<file path="config.mk">
export PLATFORM = sky130hd
export DESIGN_NAME = gpio_bank
export DESIGN_NICKNAME = d
export VERILOG_FILES = /design/src/rtl/gpio_bank.sv
export SDC_FILE = /design/constraint.sdc
export NUM_CORES = 1
export LEC_CHECK = 0
export ABC_AREA = 1
export BUFFER_PORTS_ARGS = -buffer_cell sky130_fd_sc_hd__buf_2
export CELL_PAD_IN_SITES_DETAIL_PLACEMENT = 0
export CELL_PAD_IN_SITES_GLOBAL_PLACEMENT = 2
export CORE_ASPECT_RATIO = 1.4
export CORE_UTILIZATION = 30
export CTS_CLUSTER_DIAMETER = 150
export DETAILED_ROUTE_END_ITERATION = 7
export GPL_ROUTABILITY_DRIVEN = 0
export GPL_TIMING_DRIVEN = 0
export PLACE_DENSITY = 0.82
export SYNTH_ARGS = -nofsm -noshare
export SYNTH_HDL_FRONTEND = slang
export SYNTH_SLANG_ARGS = --single-unit
</file>
<file path="constraint.sdc">
create_clock -name clk -period 2.3 [get_ports clk]
set_input_delay 0.345 -clock clk [delete_from_list [all_inputs] [get_ports clk]]
set_output_delay 0.345 -clock clk [all_outputs]
set_load 0.05 [all_outputs]
</file>
<file path="src/rtl/gpio_bank.sv">
// Memory-mapped GPIO bank: per-pin direction, synchronised inputs, atomic set/clear,
// and sticky edge-triggered interrupt status with a level irq output.
module gpio_bank #(
  parameter int N_GPIO      = 8,
  parameter int SYNC_STAGES = 2
) (
  input  logic              clk,
  input  logic              rst,
  input  logic [31:0]       addr,
  input  logic [31:0]       data_in,
  input  logic              rd_strobe,
  input  logic [3:0]        wr_strobe,
  output logic [31:0]       data_out,
  input  logic [N_GPIO-1:0] gpio_in,
  output logic [N_GPIO-1:0] gpio_out,
  output logic [N_GPIO-1:0] gpio_oe,
  output logic              irq
);

  localparam logic [2:0] A_OUT    = 3'd0;
  localparam logic [2:0] A_DIR    = 3'd1;
  localparam logic [2:0] A_IN     = 3'd2;
  localparam logic [2:0] A_IEN    = 3'd3;
  localparam logic [2:0] A_EDGE   = 3'd4;
  localparam logic [2:0] A_STATUS = 3'd5;
  localparam logic [2:0] A_SET    = 3'd6;
  localparam logic [2:0] A_CLR    = 3'd7;

  logic [N_GPIO-1:0] out_r;
  logic [N_GPIO-1:0] dir_r;
  logic [N_GPIO-1:0] ien_r;
  logic [N_GPIO-1:0] edge_sel_r;
  logic [N_GPIO-1:0] status_r;
  logic [N_GPIO-1:0] prev_r;
  logic [N_GPIO-1:0] sync_r [SYNC_STAGES];
  logic [31:0]       data_out_r;

  logic [2:0]        reg_sel_s;
  logic              wr_any_s;
  logic [31:0]       wmask_s;
  logic [31:0]       wbits_s;
  logic [N_GPIO-1:0] wmask_n_s;
  logic [N_GPIO-1:0] wbits_n_s;
  logic [N_GPIO-1:0] sync_out_s;
  logic [N_GPIO-1:0] evt_s;
  logic [N_GPIO-1:0] w1c_s;
  logic [31:0]       rdata_s;
  logic              unused_s;

  function automatic logic [31:0] zext(input logic [N_GPIO-1:0] v);
    logic [31:0] r;
    r = 32'd0;
    r[N_GPIO-1:0] = v;
    return r;
  endfunction

  function automatic logic [N_GPIO-1:0] merge(input logic [N_GPIO-1:0] old_v,
                                              input logic [N_GPIO-1:0] mask,
                                              input logic [N_GPIO-1:0] bits);
    return (old_v & ~mask) | bits;
  endfunction

  assign reg_sel_s  = addr[4:2];
  assign wr_any_s   = |wr_strobe;
  assign wmask_s    = {{8{wr_strobe[3]}}, {8{wr_strobe[2]}}, {8{wr_strobe[1]}}, {8{wr_strobe[0]}}};
  assign wbits_s    = data_in & wmask_s;
  assign wmask_n_s  = wmask_s[N_GPIO-1:0];
  assign wbits_n_s  = wbits_s[N_GPIO-1:0];
  assign sync_out_s = sync_r[SYNC_STAGES-1];
  assign unused_s   = ^{addr[31:5], addr[1:0], wmask_s, wbits_s, data_in};

  // Event detect is qualified by IEN so disabled pins never reach STATUS.
  assign evt_s = ien_r & ((edge_sel_r & sync_out_s & ~prev_r) |
                          (~edge_sel_r & ~sync_out_s & prev_r));

  // Write-one-to-clear mask for STATUS, byte-masked like every other write.
  always_comb begin
    w1c_s = {N_GPIO{1'b0}};
    if (wr_any_s && (reg_sel_s == A_STATUS)) begin
      w1c_s = wbits_n_s;
    end else begin
      w1c_s = {N_GPIO{1'b0}};
    end
  end

  // Read mux; SET/CLR and the unmapped upper bits read as zero.
  always_comb begin
    rdata_s = 32'd0;
    case (reg_sel_s)
      A_OUT:    rdata_s = zext(out_r);
      A_DIR:    rdata_s = zext(dir_r);
      A_IN:     rdata_s = zext(sync_out_s);
      A_IEN:    rdata_s = zext(ien_r);
      A_EDGE:   rdata_s = zext(edge_sel_r);
      A_STATUS: rdata_s = zext(status_r);
      default:  rdata_s = 32'd0;
    endcase
  end

  // Input synchroniser and previous-sample register.
  always_ff @(posedge clk or negedge rst) begin
    if (!rst) begin
      for (int i = 0; i < SYNC_STAGES; i++) sync_r[i] <= {N_GPIO{1'b0}};
      prev_r <= {N_GPIO{1'b0}};
    end else begin
      sync_r[0] <= gpio_in;
      for (int i = 1; i < SYNC_STAGES; i++) sync_r[i] <= sync_r[i-1];
      prev_r <= sync_out_s;
    end
  end

  // Register file, sticky status (new event beats w1c) and registered read data.
  always_ff @(posedge clk or negedge rst) begin
    if (!rst) begin
      out_r      <= {N_GPIO{1'b0}};
      dir_r      <= {N_GPIO{1'b0}};
      ien_r      <= {N_GPIO{1'b0}};
      edge_sel_r <= {N_GPIO{1'b0}};
      status_r   <= {N_GPIO{1'b0}};
      data_out_r <= 32'd0;
    end else begin
      status_r <= (status_r & ~w1c_s) | evt_s;
      if (rd_strobe) begin
        data_out_r <= rdata_s;
      end
      if (wr_any_s) begin
        case (reg_sel_s)
          A_OUT:   out_r      <= merge(out_r, wmask_n_s, wbits_n_s);
          A_DIR:   dir_r      <= merge(dir_r, wmask_n_s, wbits_n_s);
          A_IEN:   ien_r      <= merge(ien_r, wmask_n_s, wbits_n_s);
          A_EDGE:  edge_sel_r <= merge(edge_sel_r, wmask_n_s, wbits_n_s);
          A_SET:   out_r      <= out_r | wbits_n_s;
          A_CLR:   out_r      <= out_r & ~wbits_n_s;
          default: ;
        endcase
      end
    end
  end

  assign data_out = data_out_r;
  assign gpio_out = out_r;
  assign gpio_oe  = dir_r;
  assign irq      = |(status_r & ien_r);

endmodule

</file>
==> impl_results.html <==
<table>
<tr><th>Metric</th><th>Value</th></tr>
<tr><th colspan="2">Critical path</th></tr>
<tr><td>Slowest cell on the critical path</td><td>sky130_fd_sc_hd__dfrtp_1</td></tr>
<tr><td>Biggest fanout along the worst timing path</td><td>4</td></tr>
<tr><td>Cell class contributing the biggest share of worst-path delay</td><td>flip-flops</td></tr>
<tr><td>Type of the worst setup path</td><td>register to output port</td></tr>
<tr><td>Kind of start point of the critical path</td><td>register</td></tr>
<tr><td>R2R setup slack</td><td>1.38 ns</td></tr>
<tr><td>Worst reg2reg path endpoint</td><td>data_out[5]$_DFFE_PN0P_</td></tr>
<tr><td>Critical path arrival</td><td>1.40 ns</td></tr>
<tr><td>Endpoint required time on the critical path</td><td>1.96 ns</td></tr>
<tr><td>Crit. End Element</td><td>output port</td></tr>
<tr><td>Worst-path cell chain</td><td>a22o_1 -&gt; nor2_1 -&gt; nand2_1 -&gt; buf_2</td></tr>
<tr><td>Crit-path max cell delay</td><td>0.42 ns</td></tr>
<tr><td>Buf+Inv Stages, Crit Path</td><td>1</td></tr>
<tr><td>Path depth of the worst reg2reg path</td><td>4</td></tr>
<tr><th colspan="2">STA</th></tr>
<tr><td>Final critical-path share of the clock period</td><td>75.9%</td></tr>
<tr><td>Unrepaired setup endpoints after global routing</td><td>false</td></tr>
<tr><td>Number of hold violations in the final report</td><td>0</td></tr>
<tr><td>Number of max-slew violations in the final report</td><td>0</td></tr>
<tr><td>Slew at the pin closest to its max-slew limit</td><td>0.583 ns</td></tr>
<tr><td>Worst clock skew</td><td>0.00910 ns</td></tr>
<tr><td>Final worst-path setup slack</td><td>0.553 ns</td></tr>
<tr><td>Crit path time final</td><td>1.75 ns</td></tr>
<tr><td>Number of setup violations in the final report</td><td>0</td></tr>
<tr><td>Relative slew slack</td><td>61.1%</td></tr>
<tr><td>Max frequency</td><td>573 MHz</td></tr>
<tr><td>Setup TNS Final</td><td>0 ns</td></tr>
<tr><th colspan="2">Cells and area</th></tr>
<tr><td>Final std cell area, no fill</td><td>4360 um^2</td></tr>
<tr><td>Area growth from synthesis to layout</td><td>24.9%</td></tr>
<tr><td>Net count, final</td><td>565</td></tr>
<tr><td>Total of fill cells in the finished design</td><td>1178</td></tr>
<tr><td>Post-layout utilization of the core</td><td>38.4%</td></tr>
<tr><td>Diodes inserted</td><td>0</td></tr>
<tr><td>Ratio of cells with drive above 1 in the final layout</td><td>22.8%</td></tr>
<tr><th colspan="2">Logic synthesis</th></tr>
<tr><td>Post-synthesis cell type with the largest combined area</td><td>sky130_fd_sc_hd__dfrtp_1</td></tr>
<tr><td>Most frequent cell after synthesis</td><td>sky130_fd_sc_hd__nand2_1</td></tr>
<tr><td>Ranking of synthesized cells by area</td><td>sky130_fd_sc_hd__dfrtp_1 52%, sky130_fd_sc_hd__nand2_1 8.1%, sky130_fd_sc_hd__o21ai_0 6.9%</td></tr>
<tr><td>Synth Area per Inst</td><td>8.68 um^2</td></tr>
<tr><td>Area fraction of the dominant cell type after synthesis</td><td>51.6%</td></tr>
<tr><td>Number of enable-type register cells in the synthesized netlist</td><td>0</td></tr>
<tr><td>Sequential fraction of the synthesis area</td><td>51.6%</td></tr>
<tr><td>Most instantiated cells after synthesis</td><td>75 x sky130_fd_sc_hd__nand2_1, 72 x sky130_fd_sc_hd__dfrtp_1, 48 x sky130_fd_sc_hd__o21ai_0</td></tr>
<tr><td>Fraction of registers with async set or reset after synthesis</td><td>100%</td></tr>
<tr><td>Number of different library cells in the post-synthesis netlist</td><td>26</td></tr>
<tr><td>Synth Warn #</td><td>0</td></tr>
<tr><td>Area of the mapped netlist</td><td>3490 um^2</td></tr>
<tr><td>Number of instances in the synthesized netlist</td><td>402</td></tr>
<tr><td>Dominant synthesized flop cell</td><td>sky130_fd_sc_hd__dfrtp_1</td></tr>
<tr><td>Flops &amp; latches, synth</td><td>72</td></tr>
<tr><th colspan="2">Clock network</th></tr>
<tr><td>Clock root cell</td><td>sky130_fd_sc_hd__clkbuf_16</td></tr>
<tr><td>Total clock sinks</td><td>72</td></tr>
<tr><td>TritonCTS clock tree</td><td>built</td></tr>
<tr><td># Post-CTS Setup Buffers</td><td>0</td></tr>
<tr><td>Bufs on Longest Clock Path</td><td>2</td></tr>
<tr><td>Clock latency on the worst-skew pair</td><td>0.35 ns</td></tr>
<tr><td>H-tree lvl count</td><td>3</td></tr>
<tr><td>Number of buffers inserted during clock tree synthesis</td><td>9</td></tr>
<tr><td>CTS clk-pin slew, worst paths</td><td>0.06 ns</td></tr>
<tr><th colspan="2">Floorplan</th></tr>
<tr><td>Die W</td><td>93.2 um</td></tr>
<tr><td>Starting Density</td><td>30.8%</td></tr>
<tr><td>Area inside the core boundary</td><td>11300 um^2</td></tr>
<tr><td>Number of standard-cell rows in the floorplan</td><td>46</td></tr>
<tr><td>Die Y-Extent</td><td>130 um</td></tr>
<tr><td>Area of the die</td><td>12100 um^2</td></tr>
<tr><td>Boundary Pins</td><td>128</td></tr>
<tr><th colspan="2">Route</th></tr>
<tr><td>Antenna violation net count after detailed routing</td><td>0</td></tr>
<tr><td>DR pass1 iterations</td><td>5</td></tr>
<tr><td>Number of vias in the routed layout</td><td>3031</td></tr>
<tr><td>Post-detailed-route wirelength per cell</td><td>15.7 um</td></tr>
<tr><td>Detailed-route DRC error count</td><td>0</td></tr>
<tr><td>Via-per-instance ratio</td><td>4.77</td></tr>
<tr><td>Total wirelength of the detailed-routed design</td><td>9950 um</td></tr>
<tr><td>Number of design-rule violations left by the first detailed-router iteration</td><td>174</td></tr>
<tr><th colspan="2">Power and ir drop</th></tr>
<tr><td>Leakage component of the power</td><td>2.21 nW</td></tr>
<tr><td>Power after layout</td><td>4.06 mW</td></tr>
<tr><td>Maximum resistive drop on vdd</td><td>0.000362 V</td></tr>
<tr><td>Cell area power density</td><td>931 nW/um^2</td></tr>
<tr><th colspan="2">GRT</th></tr>
<tr><td>First-pass GRT wire length</td><td>16000 um</td></tr>
<tr><td>GRT Total Usage</td><td>18.1%</td></tr>
<tr><td>Remaining global-route overflow</td><td>0</td></tr>
<tr><td>Maximum number of pins on one net before global-route repair</td><td>51</td></tr>
<tr><td>Antenna violations before repair</td><td>0</td></tr>
<tr><td>Vias in the first global route</td><td>2994</td></tr>
<tr><th colspan="2">Min path</th></tr>
<tr><td>Class of the most critical hold timing path</td><td>primary input to register</td></tr>
<tr><td>Number of stages on the worst hold path</td><td>1</td></tr>
<tr><td>Critical hold path startpoint</td><td>gpio_in[1]</td></tr>
<tr><td>Worst Hold Path EP</td><td>sync_r[9]$_DFF_PN0_</td></tr>
<tr><th colspan="2">Job</th></tr>
<tr><td># Max-Cap Violations</td><td>0</td></tr>
<tr><th colspan="2">Place</th></tr>
<tr><td>Port buffer count</td><td>48</td></tr>
<tr><td>Placed instance area</td><td>4030 um^2</td></tr>
<tr><td>Dpl hpwl</td><td>7240 um</td></tr>
<tr><td>Post-placement setup slack</td><td>0.393 ns</td></tr>
<tr><th colspan="2">Outcome</th></tr>
<tr><td>Status</td><td>completed</td></tr>
</table>
-- routing by layer --
metal	GRT usage [%]	wire [um]
met5	0	0
met3	3.64	499
met4	8.69	220
met2	29.4	4870
met1	23.0	4360
-- stage by stage --
step	instances	hold slack, ns
after detailed placement	618	0.268
after global placement	617	0.332
final	635	0.102
after CTS	635	0.0917
after floorplan	425	0.0494
after global routing	635	0.0969
-- cells by family after synthesis --
| logic type | after synthesis | synth area share (%) |
|---|---|---|
| DFF | 72 | 51.6 |
| buffers and inverters | 74 | 11.8 |
| other | 1 | 0.107 |
| AOI/OAI and AO/OA | 78 | 12.8 |
| and+or+nand+nor | 177 | 23.7 |
-- layout by cell type, fill, tap and decap left out, drive strengths merged --
cell,instances
bufinv,2
buf,84
dfrtp,72
nand2,77
a21oi,16
inv,34
a21boi,1
dlygate4sd3,1
o21ai,49
nor2,46
clkbuf,14
nand3,24
a22o,4
clkinv,5
o21bai,8
conb,24
nand4,30
-- worst max path at each step --
stage,startpoint,end,slack [ns],depth (start not counted)
floorplan,register,irq,0.97,3
global placement,addr[3],register,0.41,6
detailed placement,addr[3],register,0.39,6
CTS,register,irq,0.51,4
global route,register,irq,0.45,4
finish,register,irq,0.55,4
-- power breakdown --
group          internal (mW)  leakage, nW  switching (mW)
sequential              1.45        0.856           0.160
combinational          0.263         1.20           0.671
clock                  0.950        0.159           0.564
-- what timing repair did --
item	CTS	global route
endpoints found under the hold margin	22	0
hold buffers	1	0
gates resized for setup	0	0
endpoints found under the setup margin	0	0
-- area by class of cell --
class                           instances  area, um^2  area share, %
Sequential cell                        72        1800           41.3
Multi-Input combinational cell        279        1360           31.3
Timing Repair Buffer                   50         280           6.43
Buffer                                 40         278           6.37
Clock buffer                            9         225           5.17
Tap cell                              144         180           4.13
Inverter                               34         133           3.04
Clock inverter                          7        96.3           2.21
No activity file was read; power rests on OpenSTA's default activity.
